$ cat src/rtl/pt_axi4lite_initiator.sv
// Register-request to AXI4-Lite master bridge, one transaction in flight.
// Ports: i_clk/i_rst, req channel (address, wr_data, write, valid/ready),
//   rsp channel (rd_data, write, error, valid/ready), o_idle, and the
//   five AXI4-Lite master channels AW, W, B, AR, R.
module pt_axi4lite_initiator #(
  parameter int AXI_ADDR_W = 32,
  parameter int RF_ADDR_W = 32,
  parameter int DATA_W = 64,
  parameter logic [2:0] PROT = 3'b000
) (
  input  logic i_clk,
  input  logic i_rst,
  output logic o_idle,
  input  logic [RF_ADDR_W-1:0] i_req_address,
  input  logic [DATA_W-1:0] i_req_wr_data,
  input  logic i_req_write,
  input  logic i_req_valid,
  output logic o_req_ready,
  output logic [DATA_W-1:0] o_rsp_rd_data,
  output logic o_rsp_write,
  output logic o_rsp_error,
  output logic o_rsp_valid,
  input  logic i_rsp_ready,
  output logic [AXI_ADDR_W-1:0] o_awaddr,
  output logic [2:0] o_awprot,
  output logic o_awvalid,
  input  logic i_awready,
  output logic [DATA_W-1:0] o_wdata,
  output logic [DATA_W/8-1:0] o_wstrb,
  output logic o_wvalid,
  input  logic i_wready,
  input  logic [1:0] i_bresp,
  input  logic i_bvalid,
  output logic o_bready,
  output logic [AXI_ADDR_W-1:0] o_araddr,
  output logic [2:0] o_arprot,
  output logic o_arvalid,
  input  logic i_arready,
  input  logic [DATA_W-1:0] i_rdata,
  input  logic [1:0] i_rresp,
  input  logic i_rvalid,
  output logic o_rready
);

  typedef enum logic [2:0] {
    IDLE, WR_REQ, WR_RSP, RD_REQ, RD_RSP, RESPOND
  } state_t;

  state_t state_q;
  state_t state_d;

  logic [RF_ADDR_W-1:0] addr_q;
  logic [DATA_W-1:0] wdata_q;
  logic [DATA_W-1:0] rd_data_q;
  logic write_q;
  logic err_q;
  logic aw_done_q;
  logic w_done_q;
  logic aw_hs;
  logic w_hs;
  logic req_hs;

  // Only the error bit (bit 1) of xRESP matters: SLVERR and DECERR.
  logic unused_resp;
  assign unused_resp = i_bresp[0] ^ i_rresp[0];

  assign aw_hs = o_awvalid && i_awready;
  assign w_hs = o_wvalid && i_wready;
  assign req_hs = i_req_valid && o_req_ready;

  assign o_idle = (state_q == IDLE) && !i_req_valid;
  assign o_awaddr = AXI_ADDR_W'(addr_q);
  assign o_araddr = AXI_ADDR_W'(addr_q);
  assign o_wdata = wdata_q;
  assign o_wstrb = '1;
  assign o_awprot = PROT;
  assign o_arprot = PROT;
  assign o_rsp_rd_data = rd_data_q;
  assign o_rsp_write = write_q;
  assign o_rsp_error = err_q;

  always_ff @(posedge i_clk) begin
    if (i_rst) begin
      state_q <= IDLE;
    end else begin
      state_q <= state_d;
    end
  end

  always_comb begin
    state_d = state_q;
    o_req_ready = 1'b0;
    o_awvalid = 1'b0;
    o_wvalid = 1'b0;
    o_bready = 1'b0;
    o_arvalid = 1'b0;
    o_rready = 1'b0;
    o_rsp_valid = 1'b0;
    unique case (state_q)
      IDLE: begin
        o_req_ready = 1'b1;
        if (i_req_valid) begin
          state_d = i_req_write ? WR_REQ : RD_REQ;
        end
      end
      WR_REQ: begin
        // AW and W complete independently, in either order.
        o_awvalid = !aw_done_q;
        o_wvalid = !w_done_q;
        if ((aw_done_q || i_awready) && (w_done_q || i_wready)) begin
          state_d = WR_RSP;
        end
      end
      WR_RSP: begin
        o_bready = 1'b1;
        if (i_bvalid) begin
          state_d = RESPOND;
        end
      end
      RD_REQ: begin
        o_arvalid = 1'b1;
        if (i_arready) begin
          state_d = RD_RSP;
        end
      end
      RD_RSP: begin
        o_rready = 1'b1;
        if (i_rvalid) begin
          state_d = RESPOND;
        end
      end
      RESPOND: begin
        o_rsp_valid = 1'b1;
        if (i_rsp_ready) begin
          state_d = IDLE;
        end
      end
      default: state_d = IDLE;
    endcase
  end

  always_ff @(posedge i_clk) begin
    if (i_rst) begin
      addr_q <= '0;
      wdata_q <= '0;
      write_q <= 1'b0;
      rd_data_q <= '0;
      err_q <= 1'b0;
      aw_done_q <= 1'b0;
      w_done_q <= 1'b0;
    end else begin
      if (req_hs) begin
        addr_q <= i_req_address;
        wdata_q <= i_req_wr_data;
        write_q <= i_req_write;
        aw_done_q <= 1'b0;
        w_done_q <= 1'b0;
      end
      if (aw_hs) begin
        aw_done_q <= 1'b1;
      end
      if (w_hs) begin
        w_done_q <= 1'b1;
      end
      if (o_bready && i_bvalid) begin
        err_q <= i_bresp[1];
        rd_data_q <= '0;
      end
      if (o_rready && i_rvalid) begin
        err_q <= i_rresp[1];
        rd_data_q <= i_rdata;
      end
    end
  end

endmodule

$ cat config.mk
export PLATFORM = sky130hd
export DESIGN_NAME = pt_axi4lite_initiator
export DESIGN_NICKNAME = d
export VERILOG_FILES = /design/src/rtl/pt_axi4lite_initiator.sv
export SDC_FILE = /design/constraint.sdc
export NUM_CORES = 1
export LEC_CHECK = 0
export CAP_MARGIN = 20
export CORE_AREA = 2 2 152 154
export DETAILED_ROUTE_END_ITERATION = 6
export DIE_AREA = 0 0 154 156
export PLACE_DENSITY = 0.65
export SLEW_MARGIN = 20
export SYNTH_ARGS = -nofsm -noshare
export SYNTH_HDL_FRONTEND = slang
export SYNTH_SLANG_ARGS = --single-unit
$ cat constraint.sdc
create_clock -name i_clk -period 1.8 [get_ports i_clk]
set_clock_uncertainty 0.1 [all_clocks]
set_input_delay 0.36 -clock i_clk [delete_from_list [all_inputs] [get_ports i_clk]]
set_output_delay 0.36 -clock i_clk [all_outputs]
set_load 0.05 [all_outputs]
==> impl_metrics.csv, run 1 <==
group,metric,value,unit
synthesis,synth.distinct_cells,29,
synthesis,synthTopCellsByCount,"nand2_1, dfxtp_1, a21oi_1",
synthesis,synth.most_common_cell,"nand2_1",
finish,final_net_count,1250,
placed_design,io_buffers,373,
sta,setup_viol,7,
critical_path,cp-start-kind,"flop",
global_routing,antenna_found_initial,0,
detailed_routing,ant_nets,0,
finish,n_antenna_cell,0,
hold_path,worstHoldStart,"i_rst",
sta,hold_viol,0,
detailed_routing,vias,6111,
synthesis,ys_seq_area_share,53.74,%
detailed_routing,avgRoutedWirePerCell,15.73,um
finish,drive_above_1_share,27.46,%
global_routing,grt_first_pass_wirelength,31710,um
sta,tns,-0.7090,ns
floorplanning,io_pins,390,
detailed_routing,finalWirelength,21620,um
synthesis,netlist_area,0.006221,sq mm
critical_path,rr_startpoint,"state_q[1]",
power,p_per_area,1570,mW/mm^2
sta,fmax,516.0,MHz
job,cap_violations,0,
floorplanning,num_rows,55,
hold_path,worstHoldPathType,"in2reg",
global_routing,grt_max_degree,61,
floorplanning,dieArea,0.02402,sq mm
clock_tree,clkLatencyLatePin,0.41,ns
clock_tree,cts_root_buf,"clkbuf_16",
sta,fin_crit,1.938,ns
sta,fin_ws,-0.1379,ns
synthesis,yosysTopAreaCellShare,53.74,%
critical_path,path_max_fanout,4,
clock_tree,cts_tree,"done",
placed_design,place_hpwl,15260,um
clock_tree,h-tree-depth,4,
finish,area_growth,69.59,%
floorplanning,core-area,0.02237,sq mm
finish,final_area,0.01055,sq mm
synthesis,async_flop_share,0,%
detailed_routing,dr.first_iter.drc_count,284,
synthesis,avgSynthCellArea,8.499,sq um
placed_design,gp_congestion,0.7519,
hold_path,hold_end,"o_araddr[16]",
sta,slew_violations,0,
synthesis,synth_edf_count,0,
critical_path,cp.arrival,1.48,ns
clock_tree,cts_made_buffers,17,
critical_path,rr_worst_depth,7,
floorplanning,initial_core_util,27.82,%
hold_path,holdPathStages,2,
synthesis,syn_inst,732,
floorplanning,die_h,156,um
power,vdd_drop_max,580.4,uV
critical_path,critPathKind,"reg2out",
clock_tree,cts_sinks,167,
critical_path,required,1.34,ns
critical_path,reg2reg_slack,0.10,ns
placed_design,place_area,0.009729,sq mm
synthesis,synthDominantAreaCellType,"dfxtp_1",
sta,rsz0062_at_grt,"yes",
global_routing,grt_pass1_vias,5745,
detailed_routing,viasPerCell,4.448,
power,p_leak,0.004425,uW
status,status,"finished, violations left",
detailed_routing,drtPass1Iterations,5,
global_routing,track_usage,16.75,%
detailed_routing,drc_errors,0,
global_routing,overflow,0,
status,violations,"negative setup slack",
clock_tree,clk_path_buf_depth,2,
synthesis,yosys-top-cells-area,"dfxtp_1, nand2_1, a22oi_1",
synthesis,ys_warn_count,0,
floorplanning,die_x,154,um
sta,finalCritPeriodShare,107.7,%
clock_tree,cts.reportedPaths.clkPinSlew,0.07,ns
critical_path,reg2reg_to,"o_wdata[35]",
synthesis,ys_ff_latch,167,
critical_path,cp-end-kind,"primary output",
synthesis,synth_ff_type,"dfxtp_1",
[layer usage]
metal / share of wire, % / GRT usage, %
met1: 42 / 20.13
met2: 49 / 28.72
met3: 7.6 / 5.306
met4: 1.2 / 5.029
met5: 0 / 0
[power by group]
group,switching (uW),total (uW),internal [uW]
logic,5250,8290,3040
clock network,1650,3540,1890
registers,400,4730,4330
[registers in the layout, indices dropped and copies added (netlist names)]
signal / count
aw_done_q: 1
o_araddr: 32
o_rsp_error: 1
o_rsp_rd_data: 64
o_rsp_write: 1
o_wdata: 64
state_q: 3
w_done_q: 1
[worst max path at each step]
stage | startpoint | end | slack, ns | cells past startpoint
6_report | state_q[1] | o_wvalid | -0.14 | 3
5_1_grt | state_q[1] | o_wvalid | -0.19 | 3
4_1_cts | state_q[1] | o_wvalid | -0.19 | 3
3_5_place_dp | i_bvalid | o_rsp_error | -0.11 | 5
3_3_place_gp | i_bvalid | o_rsp_error | -0.12 | 5
2_1_floorplan | state_q[2] | aw_done_q | -0.24 | 5
[worst max-delay path, cell delays in order (launching register included)]
cell and delay, ns:
dfxtp_4 0.36, or3b_4 0.43, nor2_4 0.13, buf_12 0.15
[stage by stage]
step | hold WS [ns] | total power [uW] | setup WS [ns] | utilization (%) | cells
final | 0.2305 | 16560 | -0.1379 | 47.17 | 1374
after CTS | 0.2184 | 16370 | -0.1857 | 46.48 | 1369
after global routing | 0.2408 | 17380 | -0.1881 | 47.17 | 1374
after global placement | 0.3424 | 12480 | -0.1214 | 43.50 | 1330
after detailed placement | 0.3466 | 12540 | -0.1130 | 43.50 | 1330
after floorplan | 0.3887 | 9893 | -0.2418 | - | 744
[timing repair]
| action | CTS | global route |
|---|---|---|
| endpoints found under the setup margin | 8 | 15 |
| hold buffers | 0 | 0 |
| gates resized for setup | 15 | 14 |
| endpoints found under the hold margin | 0 | 0 |
| setup buffers | 7 | 0 |
| cloned | 0 | 5 |
| pin swaps | 4 | 3 |
[layout make-up]
| class | count | area [sq um] |
|---|---|---|
| tap | 285 | 356.6 |
| sequential | 167 | 3352 |
| inverter | 1 | 3.754 |
| multi-input combinational | 475 | 2362 |
| timing repair buffer | 414 | 3910 |
| clock buffer | 20 | 456.7 |
| fill | 2201 | 11820 |
| clock inverter | 12 | 108.9 |
[logic make-up (layout without fill, tap and decap cells)]
family | Yosys count | count (layout) | synth area share (%)
other | 2 | 14 | 0.1207
and+or+nand+nor | 285 | 286 | 18.48
buffers and inverters | 103 | 447 | 10.28
AOI/OAI and AO/OA | 170 | 170 | 16.55
DFF | 167 | 167 | 53.74
muxes | 5 | 5 | 0.8246
[cell usage in the layout, fill, tap and decap left out, types with 5 or more instances in the layout]
master,count
clkdlybuf4s50_1,170
inv_6,5
nand2_1,198
a22oi_1,66
buf_4,212
a21oi_1,96
buf_6,5
buf_12,23
conb_1,14
clkbuf_16,21
dfxtp_1,164
nor2_1,67
(Power assumes the default switching activity.)
==> inputs of run 2 (changes only) <==
- CAP_MARGIN: 20 -> default
- HOLD_SLACK_MARGIN: default -> 0.1
==> results of run 2 <==
No change in the layout: final DEF, timing and power equal those of run 1.
